<file path="config.mk">
export PLATFORM = sky130hd
export DESIGN_NAME = aidc_comp_zrl
export DESIGN_NICKNAME = d
export VERILOG_FILES = /design/src/rtl/aidc_zrl_pkg.sv /design/src/rtl/aidc_zrl_pick2.sv /design/src/rtl/aidc_comp_zrl.sv
export SDC_FILE = /design/constraint.sdc
export NUM_CORES = 2
export LEC_CHECK = 0
export BUFFER_PORTS_ARGS = -buffer_cell sky130_fd_sc_hd__buf_2
export CAP_MARGIN = 20
export CELL_PAD_IN_SITES_DETAIL_PLACEMENT = 1
export CELL_PAD_IN_SITES_GLOBAL_PLACEMENT = 1
export CORE_ASPECT_RATIO = 1.5
export CORE_MARGIN = 8
export CORE_UTILIZATION = 40
export CTS_CLUSTER_DIAMETER = 200
export DETAILED_ROUTE_END_ITERATION = 12
export PLACE_DENSITY_LB_ADDON = 0.1
export SLEW_MARGIN = 10
export SYNTH_ARGS = -nofsm -noshare
export SYNTH_HDL_FRONTEND = slang
export SYNTH_HIERARCHICAL = 1
export SYNTH_SLANG_ARGS = --single-unit
</file>
<file path="constraint.sdc">
create_clock -name clk -period 11.2 [get_ports clk]
set_input_delay 1.68 -clock clk [delete_from_list [all_inputs] [get_ports clk]]
set_output_delay 1.68 -clock clk [all_outputs]
set_load 0.01 [all_outputs]
</file>
<file path="src/rtl/aidc_zrl_pkg.sv">
// Shared types and constants for the ZRL write-path compressor.
package aidc_zrl_pkg;

    localparam int ZRL_DATA_W     = 64;
    localparam int ZRL_WORD_W     = 32;
    localparam int ZRL_BEATS      = 8;
    localparam int WORDS_PER_LINE = ZRL_BEATS * ZRL_DATA_W / ZRL_WORD_W;
    localparam int COMP_MAX_NZ    = 2 * (ZRL_BEATS - 2);

    typedef enum logic [2:0] {
        FILL,
        DECIDE,
        SEND_HDR,
        SEND_RAW,
        SEND_DATA
    } zrl_state_e;

    // Compressed packet length: one bitmap beat plus ceil(n/2) data beats.
    function automatic logic [3:0] zrl_len(input logic [4:0] n);
        logic [4:0] half;
        half = (n + 5'd1) >> 1;
        return 4'(half + 5'd1);
    endfunction

endpackage

</file>
<file path="src/rtl/aidc_zrl_pick2.sv">
// Finds the two lowest set bits of a 16-bit word mask.
module aidc_zrl_pick2 (
    input  logic [15:0] mask_i,
    output logic [3:0]  idx0_o,
    output logic [3:0]  idx1_o,
    output logic        v0_o,
    output logic        v1_o
);

    // Priority scan from bit 0 upward; first hit fills slot 0, second fills slot 1.
    always_comb begin
        idx0_o = '0;
        idx1_o = '0;
        v0_o   = 1'b0;
        v1_o   = 1'b0;
        for (int unsigned i = 0; i < 16; i++) begin
            if (mask_i[i]) begin
                if (!v0_o) begin
                    idx0_o = 4'(i);
                    v0_o   = 1'b1;
                end else if (!v1_o) begin
                    idx1_o = 4'(i);
                    v1_o   = 1'b1;
                end
            end
        end
    end

endmodule

</file>
<file path="src/rtl/aidc_comp_zrl.sv">
// Zero-word compressor for the write-data path: buffers one line, then emits
// bitmap + packed non-zero words, or the raw line when that would not be shorter.
// Optional statistics counters: define AIDC_ZRL_STAT_EN.
module aidc_comp_zrl
    import aidc_zrl_pkg::*;
#(
    parameter int DATA_W = ZRL_DATA_W,
    parameter int WORD_W = ZRL_WORD_W,
    parameter int BEATS  = ZRL_BEATS
) (
    input  logic              clk,
    input  logic              rst_n,
    input  logic              valid_i,
    output logic              ready_o,
    input  logic [DATA_W-1:0] data_i,
    input  logic              last_i,
    output logic              valid_o,
    input  logic              ready_i,
    output logic [DATA_W-1:0] data_o,
    output logic              last_o,
    output logic              comp_o,
    output logic [3:0]        len_o,
    output logic              err_o
`ifdef AIDC_ZRL_STAT_EN
    ,
    output logic [31:0]       stat_lines_o,
    output logic [31:0]       stat_saved_o
`endif
);

    localparam int NW = BEATS * DATA_W / WORD_W;
    localparam int CW = $clog2(BEATS);

    zrl_state_e        state_q;
    logic [CW-1:0]     cnt_q;
    logic [CW-1:0]     raw_idx_q;
    logic [NW-1:0]     bm_q;
    logic [NW-1:0]     rem_q;
    logic [DATA_W-1:0] line_q [BEATS];
    logic              ready_q, valid_q, last_q, comp_q, err_q;
    logic [DATA_W-1:0] data_q;
    logic [3:0]        len_q;

    logic              in_hs;
    logic              line_end;
    logic [1:0]        nz_pair;
    logic [4:0]        nz_cnt;
    logic              comp_d;
    logic [3:0]        idx0, idx1;
    logic              v0, v1;
    logic [WORD_W-1:0] lo_word, hi_word;
    logic [NW-1:0]     rem_d;

    assign in_hs    = valid_i && ready_q;
    assign line_end = (cnt_q == CW'(BEATS - 1));
    assign nz_pair  = {|data_i[DATA_W-1:WORD_W], |data_i[WORD_W-1:0]};
    assign comp_d   = (nz_cnt <= 5'(COMP_MAX_NZ));

    aidc_zrl_pick2 u_pick2 (
        .mask_i (rem_q),
        .idx0_o (idx0),
        .idx1_o (idx1),
        .v0_o   (v0),
        .v1_o   (v1)
    );

    // Popcount of the line bitmap, consumed in DECIDE.
    always_comb begin
        nz_cnt = '0;
        for (int unsigned i = 0; i < NW; i++) begin
            nz_cnt = nz_cnt + 5'(bm_q[i]);
        end
    end

    // Next packed beat from the remaining mask; rem_q tracks words not yet loaded
    // into the output register, so last_o for a loaded beat is "nothing left".
    always_comb begin
        lo_word = '0;
        hi_word = '0;
        rem_d   = rem_q;
        if (v0) begin
            lo_word = idx0[0] ? line_q[idx0[3:1]][DATA_W-1:WORD_W]
                              : line_q[idx0[3:1]][WORD_W-1:0];
            rem_d[idx0] = 1'b0;
        end
        if (v1) begin
            hi_word = idx1[0] ? line_q[idx1[3:1]][DATA_W-1:WORD_W]
                              : line_q[idx1[3:1]][WORD_W-1:0];
            rem_d[idx1] = 1'b0;
        end
    end

    // Line buffer write; contents need no reset since the bitmap gates their use.
    always_ff @(posedge clk) begin
        if (in_hs) begin
            line_q[cnt_q] <= data_i;
        end
    end

    // Main FSM with registered handshake and packet outputs.
    always_ff @(posedge clk or negedge rst_n) begin
        if (!rst_n) begin
            state_q   <= FILL;
            cnt_q     <= '0;
            raw_idx_q <= '0;
            bm_q      <= '0;
            rem_q     <= '0;
            ready_q   <= 1'b1;
            valid_q   <= 1'b0;
            data_q    <= '0;
            last_q    <= 1'b0;
            comp_q    <= 1'b0;
            len_q     <= '0;
            err_q     <= 1'b0;
        end else begin
            err_q <= 1'b0;
            unique case (state_q)
                FILL: begin
                    if (in_hs) begin
                        err_q <= (last_i != line_end);
                        bm_q  <= bm_q | (NW'(nz_pair) << {cnt_q, 1'b0});
                        if (line_end) begin
                            cnt_q   <= '0;
                            ready_q <= 1'b0;
                            state_q <= DECIDE;
                        end else begin
                            cnt_q <= cnt_q + 1'b1;
                        end
                    end
                end
                DECIDE: begin
                    comp_q  <= comp_d;
                    len_q   <= comp_d ? zrl_len(nz_cnt) : 4'(BEATS);
                    valid_q <= 1'b1;
                    if (comp_d) begin
                        data_q  <= DATA_W'(bm_q);
                        last_q  <= (nz_cnt == 5'd0);
                        rem_q   <= bm_q;
                        state_q <= SEND_HDR;
                    end else begin
                        data_q    <= line_q[0];
                        last_q    <= 1'b0;
                        raw_idx_q <= CW'(1);
                        state_q   <= SEND_RAW;
                    end
                end
                SEND_HDR, SEND_DATA: begin
                    if (ready_i) begin
                        if (last_q) begin
                            valid_q <= 1'b0;
                            last_q  <= 1'b0;
                            data_q  <= '0;
                            ready_q <= 1'b1;
                            bm_q    <= '0;
                            state_q <= FILL;
                        end else begin
                            data_q  <= {hi_word, lo_word};
                            last_q  <= (rem_d == '0);
                            rem_q   <= rem_d;
                            state_q <= SEND_DATA;
                        end
                    end
                end
                SEND_RAW: begin
                    if (ready_i) begin
                        if (last_q) begin
                            valid_q <= 1'b0;
                            last_q  <= 1'b0;
                            data_q  <= '0;
                            ready_q <= 1'b1;
                            bm_q    <= '0;
                            state_q <= FILL;
                        end else begin
                            data_q    <= line_q[raw_idx_q];
                            last_q    <= (raw_idx_q == CW'(BEATS - 1));
                            raw_idx_q <= raw_idx_q + 1'b1;
                        end
                    end
                end
                default: state_q <= FILL;
            endcase
        end
    end

`ifdef AIDC_ZRL_STAT_EN
    logic [31:0] stat_lines_q, stat_saved_q;

    // Compression statistics, updated once per compressed line in DECIDE.
    always_ff @(posedge clk or negedge rst_n) begin
        if (!rst_n) begin
            stat_lines_q <= '0;
            stat_saved_q <= '0;
        end else if (state_q == DECIDE && comp_d) begin
            stat_lines_q <= stat_lines_q + 32'd1;
            stat_saved_q <= stat_saved_q + (32'(BEATS) - 32'(zrl_len(nz_cnt)));
        end
    end

    assign stat_lines_o = stat_lines_q;
    assign stat_saved_o = stat_saved_q;
`endif

    assign ready_o = ready_q;
    assign valid_o = valid_q;
    assign data_o  = data_q;
    assign last_o  = last_q;
    assign comp_o  = comp_q;
    assign len_o   = len_q;
    assign err_o   = err_q;

endmodule

</file>
# Yosys cells after proc, flatten, opt, wreduce, memory -nomap -nowiden
# Memories as Yosys holds them, arrays and structs flattened.
# Index checks and enable logic that the tools add are counted.
# totals
in_bits,69
latch_bits,0
romBits,0
reg_bits,114
ramBits,512
n_memories,1
# classes
addsub,19
mul,0
n_lt_le_gt_ge,5
mux,176
eq_ne,18
n_reduce_logical,23
div,0
n_bitwise,5
shift,1
# mem_list
memory,depth,word_bits,read_ports,rd_clocked_by_memory_dff,write_ports,line,source
line_q,8,64,4,0,1,aidc_comp_zrl.sv:39,logic [DATA_W-1:0] line_q [BEATS];
# ops
op,n
2-to-1 mux 64 bit,5
2-to-1 mux 4 bit,73
one-hot mux 64 bit (3 select lines),1
2-to-1 mux 16 bit,8
2-to-1 mux 32 bit,4
2-to-1 mux 1 bit,66
one-hot mux 16 bit (2 select lines),2
OR reduction 32 bit,2
adder 5 x 1 -> 5 bit,11
bitwise AND 16 bit,2
inverter 16 bit,2
2-to-1 mux 3 bit,10
"!= test 2 bit, second input constant",9
logical NOT 16 bit,1
OR 16 bit,1
left shift 2 x 4 -> 16 bit,1
one-hot mux 3 bit (4 select lines),1
AND reduction 4 bit,3
"less-than comparator 4 x 5 -> 1 bit, second input constant",2
AND reduction 5 bit,2
"== test 3 bit, second input constant",3
demux 1 bit (select 4 bit),2
"greater-or-equal comparator 4 x 1 -> 1 bit, second input constant",2
nonzero test 2 bit,4
other kinds (23),30

# Depth between registers and ports, before layout
# logic_depth
depth_word,56
mapped_depth,19
mapped_depth_nobuf,17

# Hierarchy
# The synthesis kept the hierarchy.
# by_module_without_submodules
mod,n_inst,area_per_inst_um2,cells_per_inst
aidc_comp_zrl,1,33890.0,2364
aidc_zrl_pick2,1,1007.2,161

# Worst setup path after synthesis
# No wires, ideal clock.
# synth_path
path_type,input to register
from,input port valid_i
to,memory line_q[0][0] in the netlist's numbering (enable)
arrival_ns,6.167
setup_slack_ns,4.469
required_time_ns,10.635
stages,2
path_cell_list,nand3_1 -> nor3_1
# synth_between
elab_chain_cells,3
# synth_lines
item,line,source
start: declaration,aidc_comp_zrl.sv:13,"input logic valid_i,"
logical AND 1 bit,aidc_comp_zrl.sv:54,assign in_hs = valid_i && ready_q;
2-to-1 mux 1 bit,aidc_comp_zrl.sv:95,if (in_hs) begin
2-to-1 mux 1 bit (not written as such),aidc_comp_zrl.sv:96,line_q[cnt_q] <= data_i;
end: declaration,aidc_comp_zrl.sv:39,
# Every way passes these cells.

# Worst setup path in the final report
# layout_path
from,register rem_q[1]
to,"register data_q[39], in the netlist data_o[39]"
# layout_between
elab_chain_cells,49
word_cells_on_any_way,92
classes_between,mux (91); memory (1)
# layout_lines
item,line,source
start: declaration,aidc_comp_zrl.sv:38,logic [NW-1:0] rem_q;
start signal: assignment,aidc_comp_zrl.sv:138,rem_q <= bm_q;
start signal: assignment,aidc_comp_zrl.sv:159,rem_q <= rem_d;
2-to-1 mux 1 bit,aidc_zrl_pick2.sv:17,if (mask_i[i]) begin
2-to-1 mux 4 bit,aidc_zrl_pick2.sv:21,end else if (!v1_o) begin
2-to-1 mux 4 bit,aidc_zrl_pick2.sv:18,if (!v0_o) begin
2-to-1 mux 4 bit,aidc_zrl_pick2.sv:17,
2-to-1 mux 4 bit,aidc_zrl_pick2.sv:21,
2-to-1 mux 4 bit,aidc_zrl_pick2.sv:18,
2-to-1 mux 4 bit,aidc_zrl_pick2.sv:17,
2-to-1 mux 4 bit,aidc_zrl_pick2.sv:21,
(+34 left out),--,
2-to-1 mux 4 bit *,aidc_zrl_pick2.sv:17,
named net idx1[1],aidc_comp_zrl.sv:49,"logic [3:0] idx0, idx1;"
memory read (8 x 64 bit) *,--,
2-to-1 mux 32 bit *,aidc_comp_zrl.sv:87,hi_word = idx1[0] ? line_q[idx1[3:1]][DATA_W-1:WORD_W]
2-to-1 mux 32 bit *,aidc_comp_zrl.sv:86,if (v1) begin
2-to-1 mux 64 bit *,aidc_comp_zrl.sv:149,if (last_q) begin
2-to-1 mux 64 bit *,aidc_comp_zrl.sv:148,if (ready_i) begin
one-hot mux 64 bit (3 select lines) *,aidc_comp_zrl.sv:117,unique case (state_q)
end signal: assignment,aidc_comp_zrl.sv:136,data_q <= DATA_W'(bm_q);
end signal: assignment,aidc_comp_zrl.sv:141,data_q <= line_q[0];
end signal: assignment,aidc_comp_zrl.sv:157,"data_q <= {hi_word, lo_word};"
end: declaration,aidc_comp_zrl.sv:41,logic [DATA_W-1:0] data_q;
# The timed path passes the listed nets; every way through them passes the cells marked *. The select of a mux whose other input is x is not followed.
# A chain may end at the register's enable or synchronous reset.

==> results.toml <==
[status]
status = "completed"

[worst_setup_path]
end_kind = "flip-flop"
cp_common_cell = "buf_4"
reg2reg_depth = 14
crit_path_top_delay_cell = "o32a_2"
path_cells = "inv_1 -> ha_1 -> nor3b_2 -> buf_4 -> nand2_1 -> nor2_1 -> nor3_1 -> o32a_2 -> buf_4 -> buf_4 -> nor2b_1 -> a211oi_1 -> o221a_2 -> nor3_1"
path_class = "reg -> reg"
r2r-end = "data_o[39]"
cp.arrival_ns = 6.82
crit_end = "data_o[39]"
cp.required_ns = 11.72
crit_fanout = 62
rrSetupSlack_ns = 4.90
cp.depth = 14
slowest_delay_ns = 0.92
startpoint_type = "flip-flop"
cp_top_family = "buffers and inverters"
cp_num_buf_inv = 4
r2r-start = "rem_q[1]"
startpoint = "rem_q[1]"

[clock_network]
cts.clk_slew.worst_paths_ns = 0.06
cts_tree = "yes"
cts_buffer_depth = 3
cts_setup_buffers = 0
postCtsHoldBufs = 0
cts_resized = 0
worstSkewPairLatency_ns = 0.65
clkSinkCount = 626
numCtsBuffers = 68
h-tree-depth = 3
cts-root-buf = "clkbuf_16"

[detailed_routing]
dr.pass1.iters = 5
drc_errors = 0
avgViaCountPerCell = 6.845
wl_per_cell_um = 35.66
ant_nets = 0
first_iter_violations = 2373
totalWireLength_um = 133600
vias = 25641

[place]
placed_area_um2 = 36690
port_buffers = 141
gp_congestion = 0.8613
dpl.hpwl_um = 79710
dpl_worst_slack_ns = 4.916

[layout]
postLayoutCellArea_um2 = 38990
fillerInstances = 8619
drive_gt1_share_pct = 25.44
area_growth_pct = 11.73
seqCellArea_um2 = 18240
multi_input_area_um2 = 15720
final_cell_mix = "512 x edfxtp_1, 256 x mux4_2, 213 x mux2i_1, 180 x a21oi_1, 147 x nor2_1"
layout.nets = 2650
final_common_cell = "edfxtp_1"

[synth]
synth_edf_count = 512
synthArstFlopShare_pct = 18.21
synth_area_um2 = 34900
syn_nets = 2621
yosys_warnings = 6
yosysSeqAreaShare_pct = 52.24
synthCells = 2525
ys_ff_latch = 626
netlist-cell-type-count = 76
postSynthAreaPerCell_um2 = 13.82
synth-main-ff-cell = "edfxtp_1"

[grt]
grt_pass1_wl_um = 194200
track_usage_pct = 27.04
grt_pass1_vias = 27349
grt_max_degree = 121
antenna_found_initial = 8
overflow = 0

[floorplan]
core_area_um2 = 86380
start_util_pct = 40.40
dieArea_um2 = 97150
row_count = 132
die_h_um = 377.8
ios = 142
die_x_um = 257.2

[sta]
setup_violations = 0
rsz0062_at_grt = "no"
setup-tns-final_ns = 0
fin_ws_ns = 4.900
final.period_utilization_pct = 56.25
tightest_slew_ns = 1.137
maxSlewHeadroom_pct = 24.19
slew_viol_final = 0
fin_crit_ns = 6.300
hold_viol = 0
timing.hold.ws_ns = 0.4764
fin_skew_ns = 0.02025
fmax_ghz = 0.1587

[worst_hold_path]
hold_class = "reg -> reg"
min-delay-start = "len_o[3]"

[job]
max-cap-violations = 0
-- worst min-delay path, delay by kind of cell, from the launching register on --
kind,cells,cell delay [ns]
DFF,1,0.34
AOI/OAI and AO/OA,1,0.06
and+or+nand+nor,1,0.04
-- logic make-up after synthesis --
group / count (synthesis) / synth area share [%]
XOR/XNOR: 7 / 0.1757
flip-flops: 626 / 52.24
adder cells (fa/ha/maj): 31 / 1.301
AO/OA/AOI/OAI: 682 / 13.83
multiplexers: 487 / 23.21
buffers and inverters: 279 / 3.345
AND/OR/NAND/NOR: 413 / 5.898
-- synth_stat cells, drive strengths merged (17+ instances only) --
master  number  area share (%)
o32a        21            0.60
nor4        22            0.50
nand2       45            0.48
edfxtp     512              44
nor2b       62             1.1
buf         89             1.3
o21ai      103             1.5
a22oi       65             1.4
a21oi      184             2.6
nor3        66            0.96
mux4       256              17
dfrtp      113             8.1
a221oi      64             1.6
o221ai      73             1.8
clkbuf     149             1.6
ha          17            0.61
mux2        18            0.58
mux2i      213             6.1
o221a       48             1.5
inv         41            0.44
o22ai       22            0.41
nor2       154             1.7
a211oi      61             1.3
-- final cells by class --
type,instances,area share [%]
repair buffers,197,3.052
multi-input cells,1620,40.31
diodes,1,0.006418
clock buffers,96,5.137
flip-flops and latches,626,46.78
inverters,41,0.3947
well taps,1139,3.655
clock inverters,26,0.6674
-- state kept, by name, indices dropped and copies added (netlist names) --
name,count
bm_q,16
cnt_q,3
comp_o,1
data_o,64
err_o,1
last_o,1
len_o,4
line_q,512
raw_idx_q,3
ready_o,1
rem_q,16
state_q,3
valid_o,1
-- routing by layer --
metal  wire length [µm]  vias to the layer above  global-route usage (%)
met2              65660                     1210                   45.45
met4               5108                        4                   11.78
met5                 22                        -                       0
li1                   -                    10444                       -
met1              54230                    13695                   34.81
met3               8554                      288                   3.766
-- metrics by stage --
step | instances | util (%)
after floorplan | 2525 | -
after global placement | 3621 | 42.48
after detailed placement | 3621 | 42.48
after CTS | 3743 | 45.10
after global routing | 3746 | 45.14
final | 3746 | 45.14
-- worst min path at each step --
stage,slack [ns],end,depth (start not counted)
after floorplan,0.49,rem_q[10],2
after global placement,0.47,len_o[3],2
after detailed placement,0.47,len_o[3],2
after CTS,0.49,len_o[3],2
after global routing,0.53,len_o[1],2
final,0.48,len_o[3],2
Power is left out: the tool's default activity adds up to more than one toggle a clock period on the data nets, which glitch-free logic cannot reach.
